**config.mk**
```make
export PLATFORM = sky130hd
export DESIGN_NAME = secam_chroma_sequencer
export DESIGN_NICKNAME = d
export VERILOG_FILES = /design/src/rtl/secam_seq_pkg.sv /design/src/rtl/secam_seq_delay.sv /design/src/rtl/secam_chroma_sequencer.sv
export SDC_FILE = /design/constraint.sdc
export NUM_CORES = 1
export LEC_CHECK = 0
export ABC_AREA = 1
export BUFFER_PORTS_ARGS = -buffer_cell sky130_fd_sc_hd__buf_4
export CAP_MARGIN = 20
export CORE_ASPECT_RATIO = 0.8
export CORE_UTILIZATION = 45
export DETAILED_ROUTE_END_ITERATION = 8
export GPL_ROUTABILITY_DRIVEN = 0
export PLACE_DENSITY = 0.61
export REMOVE_ABC_BUFFERS = 1
export SLEW_MARGIN = 40
export SYNTH_ARGS = -nofsm -noshare
export SYNTH_HDL_FRONTEND = slang
export SYNTH_SLANG_ARGS = --single-unit
```
**constraint.sdc**
```tcl
create_clock -name clk -period 2.25 [get_ports clk]
set_input_delay 0.3375 -clock clk [delete_from_list [all_inputs] [get_ports clk]]
set_output_delay 0.3375 -clock clk [all_outputs]
set_load 0.005 [all_outputs]
```
**src/rtl/secam_seq_pkg.sv**
```systemverilog
// rtl/secam_seq_pkg.sv - shared types for the SECAM chroma line sequencer
package secam_seq_pkg;

  // Line phase of the sequencer
  typedef enum logic [1:0] {
    ST_IDLE,
    ST_WAIT,
    ST_FLUSH,
    ST_ACTIVE
  } seq_state_e;

  // Sideband address field is sized for the largest supported line; the top
  // narrows it to ADDR_W on the way out.
  localparam int SB_ADDR_W = 16;

  typedef logic signed [8:0] chroma_t;

  typedef struct packed {
    logic                 valid;
    logic                 is_dr;
    logic [SB_ADDR_W-1:0] addr;
    logic                 last;
  } sideband_t;

endpackage

```
**src/rtl/secam_seq_delay.sv**
```systemverilog
// rtl/secam_seq_delay.sv - fixed-depth sideband delay line with synchronous flush
//
// Ports:
//   clk, rst_n  : clock, synchronous active-low reset
//   flush_i     : clears every stage on the next edge (line abort)
//   sb_i        : sideband entering the delay line
//   sb_o        : sideband DEPTH cycles later
module secam_seq_delay
  import secam_seq_pkg::*;
#(
  parameter int DEPTH = 4
) (
  input  logic      clk,
  input  logic      rst_n,
  input  logic      flush_i,
  input  sideband_t sb_i,
  output sideband_t sb_o
);

  sideband_t pipe_q [DEPTH];
  sideband_t pipe_d [DEPTH];

  always_comb begin
    pipe_d[0] = flush_i ? sideband_t'('0) : sb_i;
    for (int i = 1; i < DEPTH; i++) begin
      pipe_d[i] = flush_i ? sideband_t'('0) : pipe_q[i-1];
    end
  end

  always_ff @(posedge clk) begin
    for (int i = 0; i < DEPTH; i++) begin
      if (!rst_n) pipe_q[i] <= sideband_t'('0);
      else        pipe_q[i] <= pipe_d[i];
    end
  end

  assign sb_o = pipe_q[DEPTH-1];

endmodule

```
**src/rtl/secam_chroma_sequencer.sv**
```systemverilog
// rtl/secam_chroma_sequencer.sv - SECAM chroma deemphasis line sequencer
//
// Tracks horizontal position from newline strobes, holds the Db/Dr line
// identity, clears the deemphasis filter before each active window, gates
// chroma into the filter and emits sideband aligned to the filter output.
//
// Ports:
//   clk, rst_n       : clock, synchronous active-low reset
//   newline_i        : hsync leading-edge pulse (restarts the line, aborts any line in flight)
//   newframe_i       : frame-start pulse, re-phases the Db/Dr identity
//   first_line_dr_i  : identity of the first line of the frame (1 = Dr)
//   chroma_i         : demodulated chroma, one sample per cycle
//   filt_clear       : filter state clear
//   filt_in          : gated filter input
//   out_valid/out_is_dr/out_addr/out_last : sideband aligned to filter output
module secam_chroma_sequencer
  import secam_seq_pkg::*;
#(
  parameter int H_COUNT_W      = 11,
  parameter int ACTIVE_START   = 160,
  parameter int ACTIVE_LEN     = 640,
  parameter int FLUSH_LEN      = 8,
  parameter int FILTER_LATENCY = 4,
  parameter int ADDR_W         = 10
) (
  input  logic              clk,
  input  logic              rst_n,
  input  logic              newline_i,
  input  logic              newframe_i,
  input  logic              first_line_dr_i,
  input  logic signed [8:0] chroma_i,
  output logic              filt_clear,
  output logic signed [8:0] filt_in,
  output logic              out_valid,
  output logic              out_is_dr,
  output logic [ADDR_W-1:0] out_addr,
  output logic              out_last
);

  localparam logic [H_COUNT_W-1:0] FLUSH_AT = H_COUNT_W'(ACTIVE_START - FLUSH_LEN);
  localparam logic [H_COUNT_W-1:0] ACT_AT   = H_COUNT_W'(ACTIVE_START);
  localparam logic [H_COUNT_W-1:0] LAST_AT  = H_COUNT_W'(ACTIVE_START + ACTIVE_LEN - 1);

  seq_state_e           state_q, state_d, eff_state;
  logic [H_COUNT_W-1:0] cnt_q, cnt_d;
  logic                 dr_q, dr_d;
  logic                 pend_q, pend_d;
  logic                 pend_dr_q, pend_dr_d;
  logic                 filt_clear_q, filt_clear_d;
  chroma_t              filt_in_q, filt_in_d;
  sideband_t            sb0_q, sb0_d;
  sideband_t            sb_out;
  logic                 accept;

  always_comb begin
    // The transition threshold applies in the same cycle the counter reaches
    // it, so the effective state is resolved combinationally first.
    eff_state = state_q;
    case (state_q)
      ST_WAIT:  if (cnt_q == FLUSH_AT) eff_state = ST_FLUSH;
      ST_FLUSH: if (cnt_q == ACT_AT)   eff_state = ST_ACTIVE;
      default:  ;
    endcase
    accept = (eff_state == ST_ACTIVE);

    state_d = eff_state;
    if (accept && cnt_q == LAST_AT) state_d = ST_IDLE;

    cnt_d = cnt_q;
    if (state_q != ST_IDLE && cnt_q != '1) cnt_d = cnt_q + H_COUNT_W'(1);

    dr_d         = dr_q;
    pend_d       = pend_q;
    pend_dr_d    = pend_dr_q;
    filt_clear_d = (eff_state == ST_FLUSH);
    filt_in_d    = accept ? chroma_i : chroma_t'('0);
    sb0_d        = sideband_t'('0);
    if (accept) begin
      sb0_d.valid = 1'b1;
      sb0_d.is_dr = dr_q;
      sb0_d.addr  = SB_ADDR_W'(cnt_q - ACT_AT);
      sb0_d.last  = (cnt_q == LAST_AT);
    end

    if (newline_i) begin
      // A newline always restarts the line; anything in flight is dropped.
      state_d      = ST_WAIT;
      cnt_d        = '0;
      filt_clear_d = 1'b0;
      filt_in_d    = '0;
      sb0_d        = sideband_t'('0);
      pend_d       = 1'b0;
      if (newframe_i)  dr_d = first_line_dr_i;
      else if (pend_q) dr_d = pend_dr_q;
      else             dr_d = ~dr_q;
    end else if (newframe_i) begin
      pend_d    = 1'b1;
      pend_dr_d = first_line_dr_i;
    end
  end

  always_ff @(posedge clk) begin
    if (!rst_n) begin
      state_q      <= ST_IDLE;
      cnt_q        <= '0;
      dr_q         <= 1'b1;
      pend_q       <= 1'b0;
      pend_dr_q    <= 1'b0;
      filt_clear_q <= 1'b0;
      filt_in_q    <= '0;
      sb0_q        <= sideband_t'('0);
    end else begin
      state_q      <= state_d;
      cnt_q        <= cnt_d;
      dr_q         <= dr_d;
      pend_q       <= pend_d;
      pend_dr_q    <= pend_dr_d;
      filt_clear_q <= filt_clear_d;
      filt_in_q    <= filt_in_d;
      sb0_q        <= sb0_d;
    end
  end

  secam_seq_delay #(
    .DEPTH (FILTER_LATENCY)
  ) u_delay (
    .clk     (clk),
    .rst_n   (rst_n),
    .flush_i (newline_i),
    .sb_i    (sb0_q),
    .sb_o    (sb_out)
  );

  // Upper address bits are always zero for legal ACTIVE_LEN
  logic unused_addr_bits;
  assign unused_addr_bits = ^sb_out.addr;

  assign filt_clear = filt_clear_q;
  assign filt_in    = filt_in_q;
  assign out_valid  = sb_out.valid;
  assign out_is_dr  = sb_out.is_dr;
  assign out_addr   = sb_out.addr[ADDR_W-1:0];
  assign out_last   = sb_out.last;

endmodule
```
==> reports/results.tsv <==
stage	metric	value	unit
worst_hold_path	min_to	filt_in[0]	
logic_synthesis	syn_inst	361	
logic_synthesis	synth_area_per_cell	8.78	µm²
clock_tree	cts_root_buffer	clkbuf_8	
setup_path	crit_fanout	10	
clock_tree	htreeDepth	3	
route	postRouteAntennaNets	0	
route	first_pass_iters	4	
route	detail_route.iter0.violations	127	
clock_tree	clk_latency	0.35	ns
clock_tree	clk_pin_slew_worst_paths	0.09	ns
finish	nNetsFinal	426	
die	dieWidth	95.8	µm
power_and_ir_drop	finalPower	2830	µW
logic_synthesis	synth.yosys.seq_area_share	0.575	
timing	rsz0062_at_grt	no	
setup_path	r2r_end	filt_in[3]	
global_routing	antenna_found_initial	0	
timing	slew_viol_final	0	
setup_path	r2r_setup_slack	0.39	ns
worst_hold_path	min_from	chroma_i[0]	
status	status	finished, final reports clean	
die	initial_utilization	0.480	
finish	most-common-layout-cells	91 x dfxtp_1, 73 x inv_1, 69 x nor2_1	
finish	fillers	612	
clock_tree	cts_resized	0	
die	pin_count	37	
timing	setup-tns-final	0	ns
setup_path	worst-setup-path-type	register to register	
die	die_h	77.1	µm
setup_path	reg2reg_depth	11	
place	port_buffers	36	
logic_synthesis	ys_ff_latch	91	
logic_synthesis	synth.distinct_cells	25	
setup_path	critPathSlowestCell	dfxtp_1	
place	dp_hpwl	3.24	mm
die	dieArea	7390	µm²
finish	fin_util	0.569	
timing	hold_viol_final	0	
timing	slew_headroom	0.780	
setup_path	cp.arrival	2.14	ns
timing	period_share	0.827	
timing	fin_skew	0.00725	ns
die	core_area	6600	µm²
clock_tree	postCtsSetupBuffers	0	
global_routing	overflow	0	
timing	fmax	0.538	GHz
setup_path	critPathMaxStageDelay	0.34	ns
die	core.rowCount	26	
timing	tightest_slew	0.331	ns
timing	fin_crit	1.86	ns
finish	final_common_cell	dfxtp_1	
route	drc	0	
global_routing	grt_usage	0.153	
global_routing	grt_pass1_wl	8.69	mm
worst_hold_path	hp-class	primary input to register	
clock_tree	clockBufferDepth	2	
setup_path	cp-end-kind	register	
power_and_ir_drop	p_per_area	753	nW/µm²
timing	setup_violations	0	
logic_synthesis	syn_area	3170	µm²
worst_hold_path	hold_path_depth	2	
logic_synthesis	yosysTopAreaCellShare	0.575	
clock_tree	numCtsBuffers	9	
power_and_ir_drop	ir_worst_vdd	0.289	mV
clock_tree	cts_sinks	91	
clock_tree	cts_hold_buf	0	
logic_synthesis	ys_top_cells_by_area	dfxtp_1 57%, inv_1 8.6%, nor2_1 8.2%	
setup_path	crit_top_cell	nand2_1	
route	routed_wl	4.74	mm
route	wl_per_cell	9.60	µm
logic_synthesis	synth_warnings	0	
global_routing	grt_pass1_vias	2028	
setup_path	critPathRequiredTime	2.53	ns
finish	drive_above_1_share	0.215	
route	via_per_inst	4.34	
global_routing	grt_max_degree	35	
clock_tree	cts_tree	built	
setup_path	worstReg2RegStart	cnt_q[0]	
route	vias	2142	
finish	syn2layout_area_growth	18.5	%
setup_path	start_kind	register	
logic_synthesis	synth_top_area_cell	dfxtp_1	
run	cap_violations	0	
finish	n_antenna_cell	0	
power_and_ir_drop	p_leak	0.00143	µW
setup_path	crit_chain	inv_1, ha_1, nand2_1, nor2_1, nand3_1, nand2_1, nand2_1, nand2_1, nand3_2, buf_4, nor3b_2	
-- how the worst max path moves through the flow --
stage | startpoint | slack [ns] | to | depth (start not counted)
after global placement | state_q[0] | 0.46 | filt_in[7] | 11
final | cnt_q[0] | 0.39 | filt_in[3] | 11
after global routing | cnt_q[0] | 0.15 | sb0_q[4] | 11
after detailed placement | cnt_q[0] | 0.42 | filt_in[3] | 11
after CTS | cnt_q[0] | 0.39 | filt_in[3] | 11
after floorplan | cnt_q[0] | 0.50 | filt_in[6] | 10
-- stage by stage --
| stage | setup WS [ns] | hold WS [ns] | cell area [µm²] | instances |
|---|---|---|---|---|
| floorplan | 0.499 | 0.394 | 3110 | 351 |
| global placement | 0.463 | 0.394 | 3550 | 478 |
| detailed placement | 0.423 | 0.397 | 3550 | 478 |
| CTS | 0.388 | 0.193 | 3760 | 494 |
| global route | 0.155 | 0.209 | 3760 | 494 |
| finish | 0.390 | 0.221 | 3760 | 494 |
-- synthesized netlist by cell type --
library cell / number
a211oi_1: 2
xor2_1: 5
nor3b_1: 3
ha_1: 7
dfxtp_1: 91
inv_2: 5
or2_2: 2
o31ai_1: 1
buf_4: 1
buf_6: 3
o211ai_1: 1
nand4_1: 3
o21ai_0: 6
nor2_1: 69
nand3_2: 2
nand2_1: 36
nor3_1: 6
a21oi_1: 13
nor3b_2: 9
nor2_2: 3
inv_1: 73
nand3_1: 6
clkbuf_1: 6
nand2_2: 1
nor3_2: 7
-- registers in the layout, indices dropped and copies added (netlist names) --
register,count
u_delay.pipe_q,52
filt_in,9
sb0_q,13
dr_q,1
pend_dr_q,1
cnt_q,11
pend_q,1
filt_clear,1
state_q,2
-- worst max-delay path, delay by kind of cell (launching register included) --
kind | cells | cell delay, ns
DFF | 1 | 0.34
and+or+nand+nor | 8 | 0.85
adders and majority gates | 1 | 0.19
buffers and inverters | 2 | 0.40
-- cells by family after synthesis --
family,share of synthesized area
AO/OA/AOI/OAI,0.0395
XOR/XNOR,0.0138
adder cells (fa/ha/maj),0.0276
buffers and inverters,0.112
flip-flops,0.575
AND/OR/NAND/NOR,0.232
-- power by group --
part | total [µW] | internal [µW] | switching, µW
clock network | 1110 | 554 | 559
registers | 1620 | 1610 | 4.45
logic | 96.9 | 37.6 | 59.3
-- cell type report --
class                           instances  area [µm²]  area share
Tap cell                               84         105      0.0280
Multi-Input combinational cell        182         992       0.264
Clock buffer                           10         138      0.0366
Timing Repair Buffer                   43         335      0.0892
Inverter                               78         293      0.0779
Sequential cell                        91        1820       0.485
Clock inverter                          6        73.8      0.0196
-- metal layers --
layer | wire length [µm] | track usage | up-vias
met2 | 2160 | 0.236 | 40
li1 | - | - | 1159
met5 | 0 | 0 | -
met1 | 2320 | 0.190 | 935
met4 | 64 | 0.0627 | 0
met3 | 201 | 0.0605 | 8
Power figures use the tool's default switching activity.
